### src/rtl/cnn_layer_accel_weight_seq_gen_pkg.sv
// Shared types, default sequence tables and width helpers for the weight-address sequencer.
package cnn_layer_accel_wht_seq_pkg;

    localparam int DEF_KERNEL_SIZE = 3;
    localparam int DEF_NUM_SEQ     = 4;
    localparam int DEF_SEQ_LEN     = 5;
    localparam int DEF_REP_W       = 8;
    localparam int DEF_ADDR_W      = $clog2(DEF_KERNEL_SIZE * DEF_KERNEL_SIZE);

    typedef enum logic [1:0] {
        ST_IDLE = 2'd0,
        ST_RUN  = 2'd1,
        ST_DONE = 2'd2
    } state_e;

    // Tap orders of the original fixed 3x3 four-sequence table.
    localparam int unsigned LEGACY_SEQ [4][5] = '{
        '{0, 2, 6, 7, 8},
        '{0, 1, 6, 7, 8},
        '{0, 2, 3, 4, 5},
        '{0, 1, 3, 4, 5}
    };

    function automatic int unsigned default_seq(input int k, input int num_seq, input int seq_len,
                                                input int s, input int i);
        if (k == 3 && num_seq == 4 && seq_len == 5 && s >= 0 && s < 4 && i >= 0 && i < 5)
            return LEGACY_SEQ[s[1:0]][i[2:0]];
        return 0;
    endfunction

    function automatic logic [1:0] gray_sel_to_seq_id(input logic [1:0] gray_code, input logic sel);
        return {gray_code[1] ^ gray_code[0], ~sel};
    endfunction

endpackage

### src/rtl/cnn_layer_accel_weight_seq_gen_if.sv
// Weight-address stream: valid/ready handshake carrying a tap index and an end-of-stream flag.
interface cnn_layer_accel_weight_seq_gen_if #(
    parameter int ADDR_W = cnn_layer_accel_wht_seq_pkg::DEF_ADDR_W
);
    logic              wht_valid;
    logic              wht_ready;
    logic [ADDR_W-1:0] wht_data_addr;
    logic              wht_last;

    modport master (output wht_valid, output wht_data_addr, output wht_last, input wht_ready);
    modport slave  (input wht_valid, input wht_data_addr, input wht_last, output wht_ready);
endinterface

### src/rtl/cnn_layer_accel_weight_seq_gen_ram.sv
// Sequence register file: NUM_SEQ x SEQ_LEN tap indices plus per-table lengths, reset to defaults.
module cnn_layer_accel_wht_seq_ram
    import cnn_layer_accel_wht_seq_pkg::*;
#(
    parameter int KERNEL_SIZE = 3,
    parameter int NUM_SEQ     = 4,
    parameter int SEQ_LEN     = 5,
    parameter int ADDR_W      = 4,
    parameter int ID_W        = 2,
    parameter int IDX_W       = 3,
    parameter int LEN_W       = 3
)(
    input  logic              clk,
    input  logic              rst,
    input  logic              wr_en,
    input  logic [ID_W-1:0]   wr_seq,
    input  logic [IDX_W-1:0]  wr_idx,
    input  logic [ADDR_W-1:0] wr_data,
    input  logic              len_wr_en,
    input  logic [LEN_W-1:0]  len_wr_data,
    input  logic [ID_W-1:0]   rd_seq,
    input  logic [IDX_W-1:0]  rd_idx,
    output logic [ADDR_W-1:0] rd_data,
    output logic [LEN_W-1:0]  rd_len
);

    logic [ADDR_W-1:0] tbl   [NUM_SEQ][SEQ_LEN];
    logic [LEN_W-1:0]  len_q [NUM_SEQ];
    logic [LEN_W-1:0]  len_clamped;

    always_comb begin
        len_clamped = len_wr_data;
        if (len_wr_data == '0)
            len_clamped = LEN_W'(1);
        else if (int'(len_wr_data) > SEQ_LEN)
            len_clamped = LEN_W'(SEQ_LEN);
    end

    // NOTE: this storage is tiny and must come back to known taps on reset, so it is
    // built from resettable flops rather than an inferred RAM macro.
    // NOTE: sequential state uses non-blocking assignments so every flop samples pre-edge values.
    always_ff @(posedge clk or negedge rst) begin
        if (!rst) begin
            for (int s = 0; s < NUM_SEQ; s++) begin
                len_q[s] <= LEN_W'(SEQ_LEN);
                for (int i = 0; i < SEQ_LEN; i++)
                    tbl[s][i] <= ADDR_W'(default_seq(KERNEL_SIZE, NUM_SEQ, SEQ_LEN, s, i));
            end
        end else begin
            if (wr_en && int'(wr_idx) < SEQ_LEN)
                tbl[wr_seq][wr_idx] <= wr_data;
            if (len_wr_en)
                len_q[wr_seq] <= len_clamped;
        end
    end

    assign rd_data = tbl[rd_seq][rd_idx];
    assign rd_len  = len_q[rd_seq];

endmodule

### src/rtl/cnn_layer_accel_weight_seq_gen.sv
// Weight-address sequencer top: streams a programmed tap table num_rep+1 times over valid/ready.
// Optional sticky config-error flag enabled by CNN_LAYER_ACCEL_WHT_SEQ_ERR_EN.
module cnn_layer_accel_weight_seq_gen
    import cnn_layer_accel_wht_seq_pkg::*;
#(
    parameter  int KERNEL_SIZE = 3,
    parameter  int NUM_SEQ     = 4,
    parameter  int SEQ_LEN     = 5,
    parameter  int REP_W       = 8,
    localparam int ADDR_W      = $clog2(KERNEL_SIZE * KERNEL_SIZE),
    localparam int ID_W        = $clog2(NUM_SEQ),
    localparam int IDX_W       = (SEQ_LEN > 1) ? $clog2(SEQ_LEN) : 1,
    localparam int LEN_W       = $clog2(SEQ_LEN + 1)
)(
    input  logic              clk,
    input  logic              rst,
    input  logic              cfg_wr_en,
    input  logic [ID_W-1:0]   cfg_seq_id,
    input  logic [IDX_W-1:0]  cfg_idx,
    input  logic [ADDR_W-1:0] cfg_data,
    input  logic              cfg_len_wr_en,
    input  logic [LEN_W-1:0]  cfg_len,
    input  logic              start,
    input  logic [ID_W-1:0]   seq_id,
    input  logic [REP_W-1:0]  num_rep,
    output logic              busy,
    cnn_layer_accel_weight_seq_gen_if.master wht,
    output logic              done
`ifdef CNN_LAYER_ACCEL_WHT_SEQ_ERR_EN
    ,
    output logic              cfg_err
`endif
);

    state_e            state;
    logic [ID_W-1:0]   sid;
    logic [REP_W-1:0]  rep_max;
    logic [IDX_W-1:0]  idx;
    logic [REP_W:0]    rep;
    logic              valid_q;
    logic              last_q;
    logic [ADDR_W-1:0] addr_q;

    logic [ID_W-1:0]   rd_seq;
    logic [IDX_W-1:0]  rd_idx;
    logic [REP_W:0]    rd_rep;
    logic [REP_W-1:0]  rd_rep_max;
    logic [ADDR_W-1:0] rd_data;
    logic [LEN_W-1:0]  rd_len;
    logic              at_end_of_seq;
    logic              fetch_last;
    logic [IDX_W-1:0]  nxt_idx;
    logic [REP_W:0]    nxt_rep;
    logic              hs;

    cnn_layer_accel_wht_seq_ram #(
        .KERNEL_SIZE (KERNEL_SIZE),
        .NUM_SEQ     (NUM_SEQ),
        .SEQ_LEN     (SEQ_LEN),
        .ADDR_W      (ADDR_W),
        .ID_W        (ID_W),
        .IDX_W       (IDX_W),
        .LEN_W       (LEN_W)
    ) u_ram (
        .clk         (clk),
        .rst         (rst),
        .wr_en       (cfg_wr_en),
        .wr_seq      (cfg_seq_id),
        .wr_idx      (cfg_idx),
        .wr_data     (cfg_data),
        .len_wr_en   (cfg_len_wr_en),
        .len_wr_data (cfg_len),
        .rd_seq      (rd_seq),
        .rd_idx      (rd_idx),
        .rd_data     (rd_data),
        .rd_len      (rd_len)
    );

    // In IDLE the first entry is fetched straight from the start inputs so valid rises next cycle.
    // NOTE: every always_comb output gets a default first so no path can infer a latch.
    always_comb begin
        rd_seq     = sid;
        rd_idx     = idx;
        rd_rep     = rep;
        rd_rep_max = rep_max;
        if (state == ST_IDLE) begin
            rd_seq     = seq_id;
            rd_idx     = '0;
            rd_rep     = '0;
            rd_rep_max = num_rep;
        end
        at_end_of_seq = (LEN_W'(rd_idx) + LEN_W'(1)) >= rd_len;
        fetch_last    = at_end_of_seq && (rd_rep == {1'b0, rd_rep_max});
        nxt_idx       = at_end_of_seq ? '0 : rd_idx + IDX_W'(1);
        nxt_rep       = at_end_of_seq ? rd_rep + {{REP_W{1'b0}}, 1'b1} : rd_rep;
    end

    assign hs = valid_q && wht.wht_ready;

    always_ff @(posedge clk or negedge rst) begin
        if (!rst) begin
            state   <= ST_IDLE;
            sid     <= '0;
            rep_max <= '0;
            idx     <= '0;
            rep     <= '0;
            valid_q <= 1'b0;
            last_q  <= 1'b0;
            addr_q  <= '0;
            busy    <= 1'b0;
            done    <= 1'b0;
        end else begin
            case (state)
                ST_IDLE: begin
                    done <= 1'b0;
                    if (start) begin
                        state   <= ST_RUN;
                        busy    <= 1'b1;
                        sid     <= seq_id;
                        rep_max <= num_rep;
                        addr_q  <= rd_data;
                        last_q  <= fetch_last;
                        valid_q <= 1'b1;
                        idx     <= nxt_idx;
                        rep     <= nxt_rep;
                    end
                end
                ST_RUN: begin
                    if (hs && last_q) begin
                        state   <= ST_DONE;
                        valid_q <= 1'b0;
                        last_q  <= 1'b0;
                        busy    <= 1'b0;
                        done    <= 1'b1;
                    end else if (!valid_q || wht.wht_ready) begin
                        addr_q  <= rd_data;
                        last_q  <= fetch_last;
                        valid_q <= 1'b1;
                        idx     <= nxt_idx;
                        rep     <= nxt_rep;
                    end
                end
                ST_DONE: begin
                    done  <= 1'b0;
                    state <= ST_IDLE;
                end
                default: state <= ST_IDLE;
            endcase
        end
    end

    assign wht.wht_valid     = valid_q;
    assign wht.wht_data_addr = addr_q;
    assign wht.wht_last      = last_q;

`ifdef CNN_LAYER_ACCEL_WHT_SEQ_ERR_EN
    // Out-of-range taps and rewrites of the table being streamed are flagged; data is still written.
    always_ff @(posedge clk or negedge rst) begin
        if (!rst)
            cfg_err <= 1'b0;
        else if ((cfg_wr_en && int'(cfg_data) >= KERNEL_SIZE * KERNEL_SIZE) ||
                 ((cfg_wr_en || cfg_len_wr_en) && busy && cfg_seq_id == sid))
            cfg_err <= 1'b1;
    end
`endif

endmodule

### src/flat_wrapper.sv
// flat-port wrapper written by rule: the top's interface ports become plain ports
module cnn_layer_accel_weight_seq_gen_flat import cnn_layer_accel_wht_seq_pkg::*;
#(
    parameter  int KERNEL_SIZE = 3,
    parameter  int NUM_SEQ     = 4,
    parameter  int SEQ_LEN     = 5,
    parameter  int REP_W       = 8,
    localparam int ADDR_W      = $clog2(KERNEL_SIZE * KERNEL_SIZE),
    localparam int ID_W        = $clog2(NUM_SEQ),
    localparam int IDX_W       = (SEQ_LEN > 1) ? $clog2(SEQ_LEN) : 1,
    localparam int LEN_W       = $clog2(SEQ_LEN + 1)
)
  (clk, rst, cfg_wr_en, cfg_seq_id, cfg_idx, cfg_data, cfg_len_wr_en, cfg_len, start, seq_id, num_rep, busy, done, wht_wht_valid, wht_wht_data_addr, wht_wht_last, wht_wht_ready);
  cnn_layer_accel_weight_seq_gen_if #(.ADDR_W((4))) wht_i ();
  input  logic clk;
  input  logic rst;
  input  logic cfg_wr_en;
  input  logic [ID_W-1:0] cfg_seq_id;
  input  logic [IDX_W-1:0] cfg_idx;
  input  logic [ADDR_W-1:0] cfg_data;
  input  logic cfg_len_wr_en;
  input  logic [LEN_W-1:0] cfg_len;
  input  logic start;
  input  logic [ID_W-1:0] seq_id;
  input  logic [REP_W-1:0] num_rep;
  output logic busy;
  output logic done;
  output wire logic [$bits(wht_i.wht_valid)-1:0] wht_wht_valid;
  output wire logic [$bits(wht_i.wht_data_addr)-1:0] wht_wht_data_addr;
  output wire logic [$bits(wht_i.wht_last)-1:0] wht_wht_last;
  input wire logic [$bits(wht_i.wht_ready)-1:0] wht_wht_ready;
  assign wht_wht_valid = wht_i.wht_valid;
  assign wht_wht_data_addr = wht_i.wht_data_addr;
  assign wht_wht_last = wht_i.wht_last;
  assign wht_i.wht_ready = wht_wht_ready;
  cnn_layer_accel_weight_seq_gen #(.KERNEL_SIZE(KERNEL_SIZE), .NUM_SEQ(NUM_SEQ), .SEQ_LEN(SEQ_LEN), .REP_W(REP_W)) u_core (.clk(clk), .rst(rst), .cfg_wr_en(cfg_wr_en), .cfg_seq_id(cfg_seq_id), .cfg_idx(cfg_idx), .cfg_data(cfg_data), .cfg_len_wr_en(cfg_len_wr_en), .cfg_len(cfg_len), .start(start), .seq_id(seq_id), .num_rep(num_rep), .busy(busy), .wht(wht_i), .done(done));
endmodule
### config.mk
export PLATFORM = sky130hd
export DESIGN_NAME = cnn_layer_accel_weight_seq_gen_flat
export DESIGN_NICKNAME = d
export VERILOG_FILES = /design/src/rtl/cnn_layer_accel_weight_seq_gen_pkg.sv /design/src/rtl/cnn_layer_accel_weight_seq_gen_if.sv /design/src/rtl/cnn_layer_accel_weight_seq_gen_ram.sv /design/src/rtl/cnn_layer_accel_weight_seq_gen.sv /design/src/flat_wrapper.sv
export SDC_FILE = /design/constraint.sdc
export NUM_CORES = 1
export LEC_CHECK = 0
export BUFFER_PORTS_ARGS = -buffer_cell sky130_fd_sc_hd__buf_2
export CAP_MARGIN = 10
export CORE_ASPECT_RATIO = 1.1
export CORE_MARGIN = 4
export CORE_UTILIZATION = 40
export CTS_BUF_LIST = sky130_fd_sc_hd__clkbuf_4 sky130_fd_sc_hd__clkbuf_8 sky130_fd_sc_hd__clkbuf_16
export DETAILED_ROUTE_END_ITERATION = 10
export GPL_ROUTABILITY_DRIVEN = 0
export PLACE_DENSITY_LB_ADDON = 0.3
export SLEW_MARGIN = 5
export SYNTH_ARGS = -nofsm -noshare
export SYNTH_HDL_FRONTEND = slang
export SYNTH_HIERARCHICAL = 1
export SYNTH_SLANG_ARGS = --single-unit
export TNS_END_PERCENT = 30
### constraint.sdc
create_clock -name clk -period 5.8 [get_ports clk]
set_input_delay 1.74 -clock clk [delete_from_list [all_inputs] [get_ports clk]]
set_output_delay 1.74 -clock clk [all_outputs]
set_load 0.1 [all_outputs]
==> results of run 1 <==
## routing by layer
metal / vias to the layer above / share of wire / wire length [um] / global-route usage
met5: - / 0 / 0 / 0
met2: 59 / 0.51 / 6689 / 0.2815
li1: 1838 / - / - / -
met1: 2040 / 0.44 / 5774 / 0.2017
met3: 19 / 0.036 / 476 / 0.03451
met4: 0 / 0.018 / 238 / 0.06627
## synth_stat cells (2+ instances only)
master	number
dfrtp_1	90
nor3_1	4
nor3b_2	2
and3_1	3
o21ai_1	5
nand2b_1	5
nor4_2	3
buf_4	4
and2_1	6
buf_2	6
ha_1	5
and2b_1	3
dfstp_2	34
nor2_1	6
nand3_1	13
o211a_1	3
nor4_1	3
a31oi_1	5
mux2_2	91
nor2b_1	8
mux4_2	7
xnor2_1	2
inv_1	3
mux2_1	5
a21oi_1	3
a22oi_1	8
nand2_1	71
clkbuf_1	9
xor2_1	14
mux2i_1	33
o21ai_0	11
nand4_1	8
## worst paths after layout
path | startpoint | to | slack, ps
min in group asynchronous | rst | u_core/state[0] | 1490
hold / removal | u_core/idx[0] | u_core/idx[0] | 480
hold reg to reg | u_core/idx[0] | u_core/idx[0] | 480
setup / recovery | seq_id[1] | u_core/rep[3] | 1910
setup reg to reg | u_core/state[0] | u_core/rep[3] | 2410
max in group asynchronous | rst | u_core/u_ram/tbl[9] | 3360
## state kept, by name, indices dropped and copies added, names as in the netlist, 2 cells and up
register                  cells
u_core/rep                    9
u_core/idx                    3
u_core/u_ram/len_q           12
u_core/u_ram/tbl             80
u_core/rep_max                8
u_core/state                  2
u_core/wht.wht_data_addr      4
u_core/sid                    2
## power by group
group | leakage (nW) | switching [mW] | total [mW] | internal, mW
logic | 1.36 | 0.734 | 1.24 | 0.506
registers | 1.50 | 0.135 | 1.24 | 1.11
clock network | 0.315 | 0.383 | 1.14 | 0.762
total | 3.17 | 1.25 | 3.63 | 2.38
## critical path: stages
cell	delay, ps
buf_2	90
mux2_2	660
mux4_2	410
ha_1	290
nor2b_1	50
o21ai_1	530
nand3_1	200
xor2_1	200
## cell type report
cell class                      instances  area, um^2
Sequential cell                       124        3146
Fill cell                            1337        7620
Timing Repair Buffer                   38       200.2
Clock inverter                         11       163.9
Clock buffer                           21       480.5
Inverter                                3       11.26
Multi-Input combinational cell        343        2815
Tap cell                              192       240.2
## cell families after synthesis
kind of cell,Yosys count,synth area share
AOI/OAI and AO/OA,42,0.04921
xor gates and xnor gates,16,0.02306
adders and majority gates,5,0.01029
buffers and inverters,23,0.01915
DFF,124,0.5176
muxes,136,0.2582
and+or+nand+nor,144,0.1225
==> qor.csv, run 1 <==
metric;value;unit
Top FF cell, synth;dfrtp_1;
post-synthesis cell count;490;
wirelength, routed;13180;um
Fmax achieved;257.0;MHz
via/cell ratio;5.404;
Pwr Density;514.3;mW/mm^2
fin crit period;3891;ps
largest net degree at the start of global routing;77;
clk slew on worst S/H paths;50;ps
die height;137.3;um
setup bufs post-CTS;0;
first-pass GRT wire length;22070;um
commonest cells after routing, fill and taps aside;mux2_2, dfrtp_1, nand2_1, buf_2, dfstp_2;
area leader, netlist;dfrtp_1;
max cap viols;0;
Place WS;1452;ps
class of the most critical setup path;input port to register;
initial core utilization;0.4141;
skew final;9.331;ps
worst reg2reg path depth;8;
CTS hold repair buffers;0;
die area;0.01723;mm^2
Leak Pwr;3.172;nW
placed cell count;700;
Worst-Skew Late Latency;420;ps
critical path endpoint category;register;
ANT cells;0;
WL/cell;18.00;um
setup ws final;1909;ps
HPWL Detailed;9286;um
most common cell after layout, fill and taps aside;mux2_2;
Util after Layout;0.4808;
Final Max Tran Viols;0;
Ys Warns;6;
sequential share of the synthesized area;0.5176;
num ports;36;
area delta synth->final;16.12;%
CTS Sinks;124;
via count;3956;
Root Driver;clkbuf_16;
status;complete, no violations;
Hold WS;477.8;ps
RSZ-0062 raised after global routing;false;
fraction of layout cells with a size suffix above 1;0.4000;
library cells used by synthesis;49;
startpoint types;input port;
Die X;125.5;um
Syn Std Cell Area;0.006077;mm^2
ranking of synthesized cells by area;dfrtp_1, mux2_2, dfstp_2;
total placed instance area;0.006412;mm^2
Hold Crit Class;register to register;
Final ANT Viol Nets;0;
Final Power;3.629;mW
DRC;0;
final instance area;0.007057;mm^2
Post-Syn Nets;523;
Rel. slew slack;0.3594;
period utilisation layout;0.6708;
Mapped Avg Cell Area;12.40;um^2
final setup fails;0;
vias in the first global route;4278;
Overflow after GRT;0;
H-tree Lvls;4;
Total GRT Usage;0.1636;
row cnt;46;
EDFF count, synth;0;
DRT iter0 DRCs;167;
top cell type's share of synthesized area;0.3706;
nets@finish;560;
Detailed Routing Iterations Pass 1;4;
# port buffers;35;
Req. time, crit path;6100;ps
Worst Hold Depth;2;
CTS tree;yes;
maximum VDD drop;0.2092;mV
worst-margin pin slew;960.9;ps
TritonCTS buffer count;17;
initial antenna violation count;0;
final hold vios;0;
ys async rst share;1.000;
final cell count without fillers;732;
Crit path arrival time;4190;ps
post_cts resized;0;
Total Neg Setup Slack;0;ps
FF+latch count, synth;124;
clock buffer depth;2;
Core ar.;0.01468;mm^2
Crit Path Max Fanout;27;
Note: power is estimated with default switching activity, not from simulation.
==> inputs of run 2 (changes only) <==
==> constraint.sdc (replaced) <==
create_clock -name clk -period 3.4 [get_ports clk]
set_input_delay 1.02 -clock clk [delete_from_list [all_inputs] [get_ports clk]]
set_output_delay 1.02 -clock clk [all_outputs]
set_load 0.1 [all_outputs]
==> qor.csv, run 2 (synthesis results as in run 1) <==
metric;value;unit;change
initial core utilization;0.4141;;unchanged
Global Route met3 Usage;0.04071;;+0.006204
worst-margin pin slew;686.2;ps;-274.7 ps
most common cell after layout, fill and taps aside;mux2_2;;
first-pass GRT wire length;22290;um;+1.0%
Final ANT Viol Nets;0;;unchanged
# port buffers;35;;unchanged
CP max stage cell;o21ai_1;;
Detailed Routing Iterations Pass 1;4;;unchanged
Crit Path Max Fanout;9;;-67%
fill cell count;1327;;-0.75%
max cap viols;0;;unchanged
Crit path arrival time;3200;ps;-990 ps
CTS tree;yes;;
die height;137.3;um;unchanged
routing usage on met1;0.1937;;-0.008014
Bufs and invs on worst path;0;;-1
total placed instance area;0.006455;mm^2;+0.66%
num ports;36;;unchanged
DRT iter0 DRCs;215;;+29%
Flop pwr share;0.353;;+0.010
period utilisation layout;0.8575;;
M2 GR Usage;0.2955;;+0.01397
WL/cell;17.83;um;-0.95%
setup ws final;484.4;ps;-1425 ps
critical-path cell list;nor2_4, mux2_2, mux4_2, ha_1, nor2b_1, o21ai_1, nand4_1, xor2_1;;
Final Power;5.979;mW;+65%
Overflow after GRT;0;;unchanged
TritonCTS buffer count;17;;unchanged
CP max stage delay;520;ps;-140 ps
class of the most critical setup path;register to register;;
HPWL Detailed;9369;um;+0.90%
Core ar.;0.01468;mm^2;unchanged
clock buffer depth;2;;unchanged
CTS hold repair buffers;0;;unchanged
via count;3996;;+1.0%
Total GRT Usage;0.1645;;+0.0008908
Gate power share;0.363;;+0.021
final setup fails;0;;unchanged
wirelength, routed;13120;um;-0.41%
final hold vios;0;;unchanged
critical path endpoint category;register;;
Root Driver;clkbuf_16;;
delay-heaviest family, CP;multiplexers;;
Rel. slew slack;0.5426;;+0.1831
commonest cells after routing, fill and taps aside;mux2_2, dfrtp_1, nand2_1, buf_2, dfstp_2;;
status;complete, no violations;;
area delta synth->final;15.59;%;
Leak Pwr;3.165;nW;-0.20%
Hold WS;474.6;ps;-3.190 ps
Final Max Tran Viols;0;;unchanged
Worst-Skew Late Latency;410;ps;about the same
skew final;6.492;ps;-2.839 ps
post_cts resized;0;;unchanged
Total Neg Setup Slack;0;ps;unchanged
Req. time, crit path;3680;ps;-2420 ps
Sw Share;0.3520;;+0.007038
setup bufs post-CTS;0;;unchanged
internal power;3.874;mW;+63%
gr busiest metal;met2;;
vias in the first global route;4350;;+1.7%
max FFs per register;80;;unchanged
Hold Crit Class;register to register;;
nets@finish;564;;+0.71%
startpoint types;register;;
maximum VDD drop;0.3729;mV;+78%
clk slew on worst S/H paths;50;ps;about the same
initial antenna violation count;0;;unchanged
top flop regs;u_core/u_ram/tbl: 80 flops, u_core/u_ram/len_q: 12 flops, u_core/rep: 9 flops;;
ANT cells;0;;unchanged
switching pwr;2.105;mW;+68%
H-tree Lvls;4;;unchanged
Reg with most FFs;u_core/u_ram/tbl;;
final instance area;0.007024;mm^2;-0.46%
Pwr Density;851.2;mW/mm^2;+66%
row cnt;46;;unchanged
CTS Sinks;124;;unchanged
largest net degree at the start of global routing;54;;-30%
Place WS;108.2;ps;-1344 ps
Storage cell area;0.003146;mm^2;unchanged
RSZ-0062 raised after global routing;false;;
DRC;0;;unchanged
via/cell ratio;5.429;;+0.46%
Die X;125.5;um;unchanged
Clk pwr share;0.284;;-0.031
die area;0.01723;mm^2;unchanged
area occupied by multi-input gates;0.002815;mm^2;unchanged
Fmax achieved;343.0;MHz;
fin crit period;2916;ps;
fraction of layout cells with a size suffix above 1;0.4044;;+0.004412
[run 2: cell count changes in the layout (fill, tap and decap cells not counted)]
cell,change
buf_12,+1
buf_4,+3
bufinv_16,-3
clkbuf_4,+5
clkbuf_8,-1
clkinv_4,-1
[run 2: power groups by stage]
| stage | clock network [mW] | registers, mW | logic, mW |
|---|---|---|---|
| 6_report | 1.70 | 2.11 | 2.17 |
| 2_1_floorplan | 0 | 2.28 | 1.50 |
| 3_3_place_gp | 0 | 2.11 | 2.12 |
| 3_5_place_dp | 0 | 2.14 | 2.17 |
| 4_1_cts | 1.74 | 2.11 | 2.18 |
| 5_1_grt | 1.81 | 2.16 | 2.38 |
[run 2: path summary, 6_finish.rpt]
check	startpoint	to	slack, ps	depth (start not counted)
min reg2reg	u_core/idx[0]	u_core/idx[0]	470	2
max in group asynchronous	rst	u_core/u_ram/tbl[52]	1980	2
max	u_core/state[1]	u_core/rep[7]	480	8
min	u_core/idx[0]	u_core/idx[0]	470	2
min in group asynchronous	rst	u_core/done	660	1
max reg2reg	u_core/state[1]	u_core/rep[7]	480	8
[run 2: area by class of cell]
| type | count | share of cell area |
|---|---|---|
| flip-flops and latches | 124 | 0.4478 |
| multi-input cells | 343 | 0.4008 |
| clock buffers | 25 | 0.07178 |
| repair buffers | 42 | 0.03456 |
| well taps | 192 | 0.03420 |
| clock inverters | 7 | 0.009263 |
| inverters | 3 | 0.001603 |
[run 2: worst reg2reg max path, stage by stage, from the launching register on]
cell	delay, ps
dfrtp_1	470
nor2_4	210
mux2_2	420
mux4_2	430
ha_1	210
nor2b_1	150
o21ai_1	520
nand4_1	200
xor2_1	190
[run 2: stage by stage]
step                utilization  cells
CTS                      0.4786    736
global placement         0.4398    704
detailed placement       0.4398    704
finish                   0.4786    736
global route             0.4786    736
floorplan                     -    490
[run 2: metal layers]
metal / vias to the layer above / wire length [um]
met3: 21 / 531
met2: 86 / 6951
met4: 0 / 193
met5: - / 0
li1: 1837 / -
met1: 2052 / 5446
